--- config.mk ---
export PLATFORM = sky130hd
export DESIGN_NAME = exe_div_unit
export DESIGN_NICKNAME = d
export VERILOG_FILES = /design/src/rtl/exe_div_unit.sv
export SDC_FILE = /design/constraint.sdc
export NUM_CORES = 1
export LEC_CHECK = 0
export ABC_AREA = 1
export BUFFER_PORTS_ARGS = -buffer_cell sky130_fd_sc_hd__buf_2
export CAP_MARGIN = 30
export CORE_ASPECT_RATIO = 1.4
export CORE_MARGIN = 3
export CORE_UTILIZATION = 45
export CTS_BUF_LIST = sky130_fd_sc_hd__clkbuf_8 sky130_fd_sc_hd__clkbuf_16
export DETAILED_ROUTE_END_ITERATION = 6
export PLACE_DENSITY = 0.72
export SYNTH_ARGS = -nofsm -noshare
export SYNTH_HDL_FRONTEND = slang
export SYNTH_SLANG_ARGS = --single-unit
--- constraint.sdc ---
create_clock -name clk -period 3.4 [get_ports clk]
set_clock_uncertainty 0.15 [all_clocks]
set_input_delay 0.68 -clock clk [delete_from_list [all_inputs] [get_ports clk]]
set_output_delay 0.68 -clock clk [all_outputs]
set_load 0.1 [all_outputs]
--- src/rtl/exe_div_unit.sv ---
// Shared iterative radix-2 restoring divider for the execute stage.
// Arbitrates issue lanes, reports divide-by-zero, aborts on flush.
module exe_div_unit #(
  parameter int WIDTH    = 32,
  parameter int LANES    = 2,
  parameter int LANE_IDW = 1
) (
  input  logic                   clk,
  input  logic                   reset,
  input  logic                   flush,
  input  logic [LANES-1:0]       req_valid,
  input  logic [LANES-1:0]       req_signed,
  input  logic [LANES*WIDTH-1:0] req_dividend,
  input  logic [LANES*WIDTH-1:0] req_divisor,
  output logic [LANES-1:0]       req_accept,
  output logic                   out_valid,
  input  logic                   out_ready,
  output logic [LANE_IDW-1:0]    out_lane,
  output logic [WIDTH-1:0]       out_quot,
  output logic [WIDTH-1:0]       out_rem,
  output logic                   out_div_by_zero,
  output logic                   busy
);

  localparam int CW = $clog2(WIDTH);

  typedef enum logic [1:0] {
    IDLE,
    CALC,
    FIX,
    DONE
  } state_t;

  state_t              state;
  logic [LANE_IDW-1:0] lane_q;
  logic                sgn_q;
  logic                dneg_q;
  logic                vneg_q;
  logic                zero_q;
  logic [WIDTH-1:0]    quot_q;
  logic [WIDTH-1:0]    rem_q;
  logic [WIDTH-1:0]    dvs_q;
  logic [WIDTH-1:0]    orig_q;
  logic [CW-1:0]       count_q;

  logic                take;
  logic [LANE_IDW-1:0] sel;
  logic                sel_sgn;
  logic [WIDTH-1:0]    sel_dvd;
  logic [WIDTH-1:0]    sel_dvs;
  logic                d_neg;
  logic                v_neg;
  logic [WIDTH:0]      trial;

  assign busy = (state != IDLE);

  // Fixed-priority pick of the lowest requesting lane (oldest first).
  always_comb begin
    req_accept = '0;
    sel        = '0;
    sel_sgn    = 1'b0;
    sel_dvd    = '0;
    sel_dvs    = '0;
    take       = 1'b0;
    if (state == IDLE && !flush && !reset) begin
      for (int i = 0; i < LANES; i++) begin
        if (req_valid[i] && !take) begin
          take          = 1'b1;
          req_accept[i] = 1'b1;
          sel           = LANE_IDW'(i);
          sel_sgn       = req_signed[i];
          sel_dvd       = req_dividend[i*WIDTH +: WIDTH];
          sel_dvs       = req_divisor[i*WIDTH +: WIDTH];
        end
      end
    end
  end

  assign d_neg = sel_sgn & sel_dvd[WIDTH-1];
  assign v_neg = sel_sgn & sel_dvs[WIDTH-1];

  // Trial subtract of the divisor from the shifted partial remainder.
  assign trial = {rem_q, quot_q[WIDTH-1]} - {1'b0, dvs_q};

  // Control FSM with registered result outputs.
  always_ff @(posedge clk) begin
    if (reset) begin
      state           <= IDLE;
      lane_q          <= '0;
      sgn_q           <= 1'b0;
      dneg_q          <= 1'b0;
      vneg_q          <= 1'b0;
      zero_q          <= 1'b0;
      quot_q          <= '0;
      rem_q           <= '0;
      dvs_q           <= '0;
      orig_q          <= '0;
      count_q         <= '0;
      out_valid       <= 1'b0;
      out_lane        <= '0;
      out_quot        <= '0;
      out_rem         <= '0;
      out_div_by_zero <= 1'b0;
    end else if (flush) begin
      state     <= IDLE;
      out_valid <= 1'b0;
    end else begin
      unique case (state)
        IDLE: begin
          if (take) begin
            lane_q  <= sel;
            sgn_q   <= sel_sgn;
            dneg_q  <= d_neg;
            vneg_q  <= v_neg;
            zero_q  <= (sel_dvs == '0);
            quot_q  <= d_neg ? -sel_dvd : sel_dvd;
            dvs_q   <= v_neg ? -sel_dvs : sel_dvs;
            orig_q  <= sel_dvd;
            rem_q   <= '0;
            count_q <= CW'(WIDTH - 1);
            state   <= CALC;
          end
        end
        CALC: begin
          if (!trial[WIDTH]) begin
            rem_q  <= trial[WIDTH-1:0];
            quot_q <= {quot_q[WIDTH-2:0], 1'b1};
          end else begin
            rem_q  <= {rem_q[WIDTH-2:0], quot_q[WIDTH-1]};
            quot_q <= {quot_q[WIDTH-2:0], 1'b0};
          end
          count_q <= count_q - CW'(1);
          if (count_q == '0) state <= FIX;
        end
        FIX: begin
          out_lane <= lane_q;
          if (zero_q) begin
            out_quot        <= '1;
            out_rem         <= orig_q;
            out_div_by_zero <= 1'b1;
          end else begin
            out_quot        <= (sgn_q && (dneg_q != vneg_q)) ? -quot_q : quot_q;
            out_rem         <= (sgn_q && dneg_q) ? -rem_q : rem_q;
            out_div_by_zero <= 1'b0;
          end
          out_valid <= 1'b1;
          state     <= DONE;
        end
        DONE: begin
          if (out_ready) begin
            out_valid <= 1'b0;
            state     <= IDLE;
          end
        end
      endcase
    end
  end

endmodule

==> summary.txt, run 1 <==
Drt
  – Drt total wl: 57500 um
  – DRT iter0 DRCs: 1418
  – # DRC: 0
  – Via/cell ratio: 5.44
  – Wire length per cell: 18.3 um
  – Antenna-violating nets left: 0
  – Detailed-route via count: 17100
  – First drt pass iteration count: 6

CTS
  – H-tree depth: 1
  – Setup bufs post-CTS: 0
  – Clk slew on worst S/H paths: 0.06 ns
  – CTS tree: done
  – Clock buffer depth: 3
  – Num CTS Buffers: 24
  – Post-CTS Hold Buffers: 0
  – CTS Sinks: 207
  – Worst-Skew Late Latency: 0.53 ns
  – Clock Tree Root: clkbuf_16

Pwr
  – Power Density: 439 nW/um^2
  – Leakage Power: 9.02 nW
  – VDD IR max: 0.341 mV
  – Reg power frac: 34.6%
  – Combinational share of power: 27.4%
  – Clk network pwr share: 38.0%
  – Psw: 0.00263 W
  – Sw Share: 34.7%
  – Cell-internal power: 0.00495 W

Global routing
  – Total global routing overflow: 0
  – Initial antenna violation count: 1
  – Via count of the first global-routing pass: 16400
  – Largest net degree at the start of global routing: 77
  – Global-route usage over all layers: 31.1%
  – First-pass GRT wire length: 88300 um

Yosys
  – Mux cell area share after synthesis: 0%
  – Synth warn: 0
  – Xor and xnor area share after synthesis: 2.83%
  – Post-synthesis compound-gate area fraction: 16.3%
  – Syn nets: 2698
  – Async set-reset flop share out of synthesis: 0%
  – Register area share after synthesis: 27.9%
  – Mapped cell area: 14900 sq um
  – Yosys cell types: 50
  – Largest family of logic cells by synthesized area: simple AND/OR/NAND/NOR gates
  – Yosys reg bits: 207
  – Most used DFF post-synth: dfxtp_1
  – Mapped Avg Cell Area: 5.91 sq um
  – Post-synth EDFFs: 0
  – Adder-Cell Fraction of Synth Area: 3.75%
  – Post-synthesis simple-gate area fraction: 38.3%
  – Syn Inst Count: 2518

Final layout
  – Nets: 2863
  – Finished Layout Cells: 3141
  – Area Overhead vs Synth: 16.0%
  – Ratio of cells with drive above 1 in the final layout: 12.2%
  – Inserted Diodes: 0

STA
  – Final Critical Period: 3.16 ns
  – Worst slew pin tran: 0.886 ns
  – Fin. Hold Viols: 0
  – Fmax: 0.317 GHz
  – Final Setup Violations: 0
  – RSZ-0062 raised after global routing: no
  – Post-route setup TNS: 0 ns
  – Fin. max-slew vios: 0
  – Final Cycle Share: 92.9%
  – Relative slew slack: 40.9%

Floorplanning
  – Row count: 78
  – Initial Util: 45.8%
  – Die ar.: 35300 sq um
  – Die Span X: 160 um
  – Die Height: 221 um
  – IO Count: 206
  – Core area: 32500 sq um

Setup path
  – CP Max Fanout: 32
  – Setup CP Type: reg -> reg
  – CP cell instances: inv_1 -> ha_1 -> fa_1 -> inv_1 -> nand3_1 -> nand2_2 -> nand2_1 -> nand2_1 -> nand2_1 -> nand2_1 -> nand2_1 -> nand2_1 -> nand2_1 -> nand2_1 -> buf_12 -> nand2_1 -> nand3_1 -> a21oi_1
  – Worst EP required: 3.62 ns
  – Worst Path Arrival: 3.38 ns
  – Reg2reg path depth: 18
  – Crit path largest cell delay: 0.43 ns
  – Most frequent cell on the critical path: nand2_1
  – Critical-path top delay cell: fa_1
  – Worst Setup End Kind: register
  – CP Launch Type: register

Job
  – Max Cap Viol: 0

Place
  – Port bufs: 205
  – Placed insts: 3097
  – Global placement routability congestion: 1.02
  – HPWL after detailed placement: 45500 um

Worst hold path
  – Hold Crit Class: reg -> reg
  – Worst hold stages: 2

Outcome
  – Status: finished, final reports clean
==> cell usage in the layout (no fill, tap or decap), drive strengths merged, types with 43 or more instances in the layout <==
master and instances:
dfxtp 207, buf 248, a31oi 47, nand3 226
ha 43, nand2 881, a21oi 194, nor2 194
o21ai 147, inv 296
==> cell type report <==
| class | count | area [sq um] |
|---|---|---|
| clock buffer | 33 | 736 |
| timing repair buffer | 248 | 1430 |
| fill | 3386 | 15200 |
| multi-input combinational | 1904 | 9120 |
| inverter | 298 | 1120 |
| sequential | 207 | 4140 |
| tap | 440 | 551 |
| clock inverter | 11 | 160 |
==> power by group through the flow <==
stage / logic [W] / clock network, W / registers, W
2_1_floorplan: 0.00129 / 0 / 0.00279
3_3_place_gp: 0.00202 / 0 / 0.00267
3_5_place_dp: 0.00203 / 0 / 0.00267
4_1_cts: 0.00204 / 0.00290 / 0.00262
5_1_grt: 0.00227 / 0.00300 / 0.00264
6_report: 0.00208 / 0.00288 / 0.00263
==> cells in the mapped netlist (all sizes together) (3+ instances only) <==
cell / instances / area, sq um
a22oi: 4 / 35.0
buf: 54 / 302
nand4: 27 / 169
nand3b: 11 / 82.6
a31oi: 47 / 294
xnor2: 32 / 280
nand2: 881 / 3330
o211ai: 15 / 113
o21bai: 5 / 37.5
ha: 43 / 538
nor3: 25 / 130
o221ai: 5 / 43.8
dfxtp: 207 / 4140
o22ai: 5 / 31.3
xor2: 16 / 140
o21ai: 147 / 743
inv: 295 / 1110
nor2: 194 / 805
clkbuf: 55 / 206
nand3: 226 / 1140
a22o: 10 / 87.6
a21oi: 194 / 971
clkinv: 3 / 11.3
==> critical path: cells and delay by family (launching register included) <==
family / cells / cell delay, ns
DFF: 1 / 0.38
buffers and inverters: 3 / 0.47
adders and majority gates: 2 / 0.67
AOI/OAI and AO/OA: 1 / 0.09
and+or+nand+nor: 12 / 1.21
==> kinds of logic (layout without fill, tap and decap cells) <==
group,Yosys count,after routing
compound gates,441,441
xor+xnor,48,48
buf+inv,407,590
flops,207,207
fa+ha+maj,44,44
simple gates,1371,1371
==> layer usage <==
metal / routed length [um] / global-route usage [%] / up-vias
met2: 28300 / 55.8 / 585
met1: 21600 / 34.4 / 7837
met5: 8 / 0 / -
met3: 2810 / 2.85 / 182
li1: - / - / 8470
met4: 4780 / 21.7 / 2
==> flip-flops by register name, indices dropped and copies added, names as in the netlist <==
register,cells
out_quot,32
dneg_q,1
count_q,5
lane_q,1
orig_q,32
rem_q,32
vneg_q,1
dvs_q,32
out_rem,32
quot_q,32
sgn_q,1
out_div_by_zero,1
out_lane,1
state,2
zero_q,1
out_valid,1
==> through the flow <==
step                      instance area (sq um)  setup WS, ns  total power (W)  utilization, %  hold slack [ns]
after floorplan                           14900         0.386          0.00408               -            0.291
after global placement                    16400         0.256          0.00469            50.4            0.299
after detailed placement                  16400         0.293          0.00471            50.4            0.305
after CTS                                 17300         0.190          0.00757            53.1            0.313
after global routing                      17300       0.00185          0.00790            53.1            0.333
final                                     17300         0.241          0.00758            53.1            0.311
==> final timing paths <==
kind	endpoint	startpoint	slack, ns
worst max-delay path	rem_q[5]	quot_q[31]	0.24
worst min-delay path	orig_q[14]	orig_q[14]	0.31
worst max register to register	rem_q[5]	quot_q[31]	0.24
worst min register to register	orig_q[14]	orig_q[14]	0.31
==> repair_timing <==
item,4_1_cts,5_1_grt
setup endpoints to repair,0,27
resized for setup,0,1
hold endpoints to repair,0,0
No activity file was read; power rests on OpenSTA's default activity.
==> run 2, diff against run 1 <==
--- a/config.mk
+++ b/config.mk
@@ -9,7 +9,6 @@
 export BUFFER_PORTS_ARGS = -buffer_cell sky130_fd_sc_hd__buf_2
 export CAP_MARGIN = 30
 export CORE_ASPECT_RATIO = 1.4
-export CORE_MARGIN = 3
 export CORE_UTILIZATION = 45
 export CTS_BUF_LIST = sky130_fd_sc_hd__clkbuf_8 sky130_fd_sc_hd__clkbuf_16
 export DETAILED_ROUTE_END_ITERATION = 6
==> run 2 against run 1 <==
Against the previous run: sequential power about the same; utilization increased by 0.38 points; die area decreased by 4.3%; routed wire length increased by 2.5%; sequential share of layout area decreased by 0.17 points; via count decreased by 0.56%; clock-buffer cell count decreased by 5; flip-flop and latch count unchanged; worst setup slack improved by 0.053 ns; register-to-register slack improved by 0.05 ns; hold slack improved by 0.0024 ns; largest cell class unchanged; largest power group unchanged; highest routed layer is now met4.
==> summary.txt, run 2 (synthesis results as in run 1) <==
CTS
  – CTS Sinks: 207
  – Clock Tree Root: clkbuf_16
  – Setup bufs post-CTS: 0
  – Num CTS Buffers: 24
  – H-tree depth: 1
  – Clk slew on worst S/H paths: 0.07 ns
  – Worst-Skew Late Latency: 0.53 ns
  – Clock buffer depth: 3
  – Post-CTS Hold Buffers: 0
  – CTS tree: done
  – PostCTS Resize Cnt: 0

Pwr
  – Psw: 0.00272 W
  – Combinational share of power: 27.4%
  – Total power: 0.00774 W
  – Leakage Power: 9.07 nW
  – VDD IR max: 0.504 mV
  – Cell-internal power: 0.00502 W
  – Sw Share: 35.1%
  – Power Density: 445 nW/um^2
  – Clk network pwr share: 38.6%
  – Reg power frac: 33.9%

Final layout
  – Filler Cells Inserted: 3488
  – Leading cell types in the layout, fill and taps excluded: nand2_1, inv_1, nand3_1
  – Ratio of cells with drive above 1 in the final layout: 12.5%
  – Most common cell after layout, fill and taps aside: nand2_1
  – Inserted Diodes: 0
  – Area Overhead vs Synth: 16.9%
  – Nets: 2871

Drt
  – DRT iter0 DRCs: 1280
  – # DRC: 0
  – Antenna-violating nets left: 0
  – Wire length per cell: 18.7 um
  – Drt total wl: 58900 um
  – First drt pass iteration count: 5
  – Via/cell ratio: 5.39
  – Detailed-route via count: 17000

Place
  – Global placement routability congestion: 1.01
  – Setup WS pre-CTS: 0.119 ns
  – HPWL after detailed placement: 46900 um
  – Port bufs: 205

Setup path
  – CP Launch Type: register
  – Worst Path Arrival: 3.37 ns
  – CP Max Fanout: 6
  – Worst EP required: 3.66 ns
  – Setup CP Type: reg -> reg
  – Crit path capture: out_quot[28]
  – Worst Setup End Kind: register
  – Worst R2R End: out_quot[28]
  – Reg2reg path depth: 13
  – Worst Setup SP: quot_q[0]
  – Critical R2R Launch: quot_q[0]
  – FF-to-FF setup slack: 0.29 ns

Outcome
  – Status: finished, final reports clean

STA
  – Setup ws final: 0.295 ns
  – Worst slew pin tran: 0.706 ns
  – Post-route setup TNS: 0 ns
  – Final Critical Period: 3.11 ns
  – Final Cycle Share: 91.3%
  – Final Setup Violations: 0
  – Relative slew slack: 52.9%
  – Fmax: 0.322 GHz
  – Fin. max-slew vios: 0
  – Fin. Hold Viols: 0
  – RSZ-0062 raised after global routing: no

Floorplanning
  – Die ar.: 33800 sq um
  – Row count: 78
  – Die Height: 217 um
  – Initial Util: 45.8%
  – Core area: 32500 sq um
  – Die Span X: 156 um
  – IO Count: 206

Global routing
  – Via count of the first global-routing pass: 16500
  – First-pass GRT wire length: 91500 um
  – Initial antenna violation count: 0
  – Largest net degree at the start of global routing: 61
  – Total global routing overflow: 0
  – Global-route usage over all layers: 35.1%

Worst hold path
  – Hold Crit Class: reg -> reg

Job
  – Max Cap Viol: 0
run 2: cell types whose count changed in the layout (fill, tap and decap cells not counted), moves of 2 or more:
| cell | previous run | this run |
|---|---|---|
| clkbuf_8 | 8 | 3 |
| bufinv_16 | 4 | 6 |
| clkinvlp_4 | 1 | 3 |
| buf_4 | 40 | 45 |
| buf_12 | 6 | 8 |
run 2: power by group through the flow:
stage / Clock, W / Combinational [W] / Sequential [W]
2_1_floorplan: 0 / 0.00129 / 0.00279
3_3_place_gp: 0 / 0.00209 / 0.00267
3_5_place_dp: 0 / 0.00209 / 0.00268
4_1_cts: 0.00302 / 0.00210 / 0.00262
5_1_grt: 0.00313 / 0.00233 / 0.00264
6_report: 0.00299 / 0.00212 / 0.00263
run 2: final cells by class:
| cell class | count | area [sq um] | area share, % |
|---|---|---|---|
| Clock inverter | 16 | 249 | 1.43 |
| Inverter | 298 | 1120 | 6.45 |
| Timing Repair Buffer | 256 | 1540 | 8.84 |
| Clock buffer | 28 | 667 | 3.84 |
| Sequential cell | 207 | 4140 | 23.8 |
| Tap cell | 440 | 551 | 3.17 |
| Multi-Input combinational cell | 1904 | 9120 | 52.4 |
run 2: stage by stage:
stage / hold WS, ns / instances / utilization [%] / cell area, sq um
final: 0.313 / 3149 / 53.5 / 17400
after global routing: 0.332 / 3149 / 53.5 / 17400
after CTS: 0.314 / 3149 / 53.5 / 17400
after detailed placement: 0.304 / 3105 / 50.7 / 16500
after global placement: 0.299 / 3104 / 50.6 / 16400
after floorplan: 0.291 / 2518 / - / 14900
run 2: worst min path at each step:
stage | slack [ns] | from | depth (start not counted) | to
after global routing | 0.33 | orig_q[15] | 2 | orig_q[15]
after global placement | 0.30 | orig_q[2] | 2 | orig_q[2]
after floorplan | 0.29 | orig_q[19] | 2 | orig_q[19]
after detailed placement | 0.30 | orig_q[21] | 2 | orig_q[21]
final | 0.31 | orig_q[2] | 2 | orig_q[2]
after CTS | 0.31 | orig_q[14] | 2 | orig_q[14]
run 2: routing by layer:
| metal | vias up | share of wire [%] | global-route usage (%) |
|---|---|---|---|
| li1 | 8497 | - | - |
| met1 | 7884 | 38 | 38.1 |
| met2 | 465 | 51 | 65.3 |
| met3 | 134 | 3.6 | 3.01 |
| met4 | 0 | 6.7 | 21.6 |
| met5 | - | 0 | 0 |
run 2: critical path, stage by stage (launching register included):
cell and delay [ns]:
dfxtp_1 0.34, inv_1 0.18, ha_1 0.23, nand3_1 0.30, nor2_1 0.24, nand3_1 0.14
nor2_1 0.24, nand2_1 0.17, o21ai_1 0.44, o21ai_1 0.19, inv_1 0.15, a21oi_1 0.08
nor2_1 0.11, nor2_1 0.05
==> run 3, diff against run 2 <==
--- a/config.mk
+++ b/config.mk
@@ -9,10 +9,11 @@
 export BUFFER_PORTS_ARGS = -buffer_cell sky130_fd_sc_hd__buf_2
 export CAP_MARGIN = 30
 export CORE_ASPECT_RATIO = 1.4
-export CORE_UTILIZATION = 45
+export CORE_MARGIN = 2
+export CORE_UTILIZATION = 49
 export CTS_BUF_LIST = sky130_fd_sc_hd__clkbuf_8 sky130_fd_sc_hd__clkbuf_16
 export DETAILED_ROUTE_END_ITERATION = 6
-export PLACE_DENSITY = 0.72
+export PLACE_DENSITY = 0.77
 export SYNTH_ARGS = -nofsm -noshare
 export SYNTH_HDL_FRONTEND = slang
 export SYNTH_SLANG_ARGS = --single-unit
==> run 3 against run 2 <==
Against the previous run: final area down 1.9%; utilization up 3.5 points; hold slack about the same; non-clock buffer count down 10; total power down 7.1%; register-to-register slack better by 0.08 ns; sequential share of layout area up 0.45 points; worst setup slack better by 0.076 ns; highest routed layer unchanged.
==> summary.txt, run 3 (synthesis results as in run 1) <==
Outcome
  – Status: finished, final reports clean

CTS
  – Num CTS Buffers: 23
  – H-tree depth: 1
  – PostCTS Resize Cnt: 0
  – Setup bufs post-CTS: 0
  – Clk slew on worst S/H paths: 0.06 ns
  – Clock buffer depth: 3
  – Worst-Skew Late Latency: 0.54 ns
  – CTS Sinks: 207
  – CTS tree: done
  – Post-CTS Hold Buffers: 0
  – Clock Tree Root: clkbuf_16

STA
  – Relative slew slack: 42.4%
  – Post-route setup TNS: 0 ns
  – Hold slack: 0.313 ns
  – Final Critical Period: 3.03 ns
  – Worst slew pin tran: 0.865 ns
  – Fin. max-slew vios: 0
  – RSZ-0062 raised after global routing: no
  – Fin. Hold Viols: 0
  – Final Setup Violations: 0
  – Final Cycle Share: 89.1%
  – Setup ws final: 0.371 ns
  – Fmax: 0.330 GHz

Final layout
  – Most common cell after layout, fill and taps aside: nand2_1
  – Area occupied by multi-input gates: 9120 sq um
  – Ratio of cells with drive above 1 in the final layout: 12.0%
  – Leading cell types in the layout, fill and taps excluded: nand2_1, inv_1, nand3_1
  – Finished Core Util: 57.0%
  – Nets: 2860
  – Filler Cells Inserted: 3094
  – Area Overhead vs Synth: 14.7%
  – Inserted Diodes: 0
  – Register area: 4140 sq um
  – Final design area excluding fillers: 17100 sq um

Setup path
  – CP Max Fanout: 23
  – Worst R2R End: quot_q[30]
  – Crit path capture: quot_q[30]
  – FF-to-FF setup slack: 0.37 ns
  – Reg2reg path depth: 16
  – Critical R2R Launch: state[0]
  – CP Launch Type: register
  – Worst Setup SP: state[0]
  – Worst Setup End Kind: register
  – Worst Path Arrival: 3.28 ns
  – Setup CP Type: reg -> reg
  – Worst EP required: 3.65 ns

Pwr
  – Leakage Power: 8.93 nW
  – Power Density: 422 nW/um^2
  – VDD IR max: 0.440 mV

Floorplanning
  – Core area: 29900 sq um
  – Die Span X: 151 um
  – Die Height: 210 um
  – Initial Util: 49.7%
  – IO Count: 206
  – Die ar.: 31800 sq um
  – Row count: 75

Place
  – Dpl cell area: 16300 sq um
  – Global placement routability congestion: 1.01
  – HPWL after detailed placement: 44300 um
  – Setup WS pre-CTS: 0.104 ns
  – Port bufs: 205

Drt
  – First drt pass iteration count: 5
  – Drt total wl: 56300 um
  – # DRC: 0
  – Wire length per cell: 18.3 um
  – Detailed-route via count: 17000
  – Antenna-violating nets left: 0
  – Via/cell ratio: 5.51
  – DRT iter0 DRCs: 1365

Worst hold path
  – Worst hold stages: 2
  – Hold Crit Class: reg -> reg

Job
  – Max Cap Viol: 0

Global routing
  – First-pass GRT wire length: 87700 um
  – Largest net degree at the start of global routing: 96
  – Total global routing overflow: 0
  – Global-route usage over all layers: 35.3%
  – Via count of the first global-routing pass: 16400
  – Initial antenna violation count: 0
==> run 3: cell count changes in the layout (fill, tap and decap cells not counted), sizes merged <==
cell      change
buf          -10
bufinv        -6
clkinv        -4
clkinvlp      +4
inv           +3
clkbuf        +1
==> run 3: worst max-delay path: stages, from the launching register on <==
cell     delay, ns
dfxtp_1       0.33
inv_1         0.13
ha_1          0.23
inv_1         0.13
nor2_8        0.31
buf_4         0.26
nand2_1       0.24
nand2_1       0.19
inv_1         0.05
nand2_1       0.13
nor2_1        0.07
nand2_1       0.06
nand2_1       0.07
nand3_1       0.09
nand3_1       0.25
nand2_1       0.14
a21oi_1       0.06
==> run 3: metrics by stage <==
stage	std cells	total power, W
after floorplan	2518	0.00408
after global routing	3082	0.00753
final	3082	0.00719
after detailed placement	3039	0.00471
after CTS	3081	0.00719
after global placement	3039	0.00469
==> run 3: final cells by class <==
cell class | instances | share of cell area [%]
Tap cell | 385 | 2.82
Clock inverter | 13 | 0.601
Inverter | 298 | 6.57
Clock buffer | 29 | 3.86
Sequential cell | 207 | 24.3
Timing Repair Buffer | 246 | 8.42
Multi-Input combinational cell | 1904 | 53.4
==> run 3: worst min path at each step <==
stage               start          to
5_1_grt         orig_q[9]   orig_q[9]
2_1_floorplan  orig_q[19]  orig_q[19]
6_report       orig_q[15]  orig_q[15]
3_5_place_dp   orig_q[15]  orig_q[15]
4_1_cts         out_ready   out_valid
3_3_place_gp    orig_q[4]   orig_q[4]
==> run 3: power by group <==
group | switching, W | total, W | leakage [nW] | internal, W
clock network | 0.00111 | 0.00250 | 0.361 | 0.00139
registers | 0.0000863 | 0.00262 | 1.68 | 0.00254
logic | 0.00148 | 0.00207 | 6.89 | 0.000596
total | 0.00267 | 0.00719 | 8.93 | 0.00452
==> run 3: routing by layer <==
metal	vias to the layer above	track usage [%]	share of wire, %
li1	8468	-	-
met1	7795	40.8	39
met2	529	61.5	49
met3	184	2.90	4.5
met4	0	23.1	7.6
met5	-	0	0
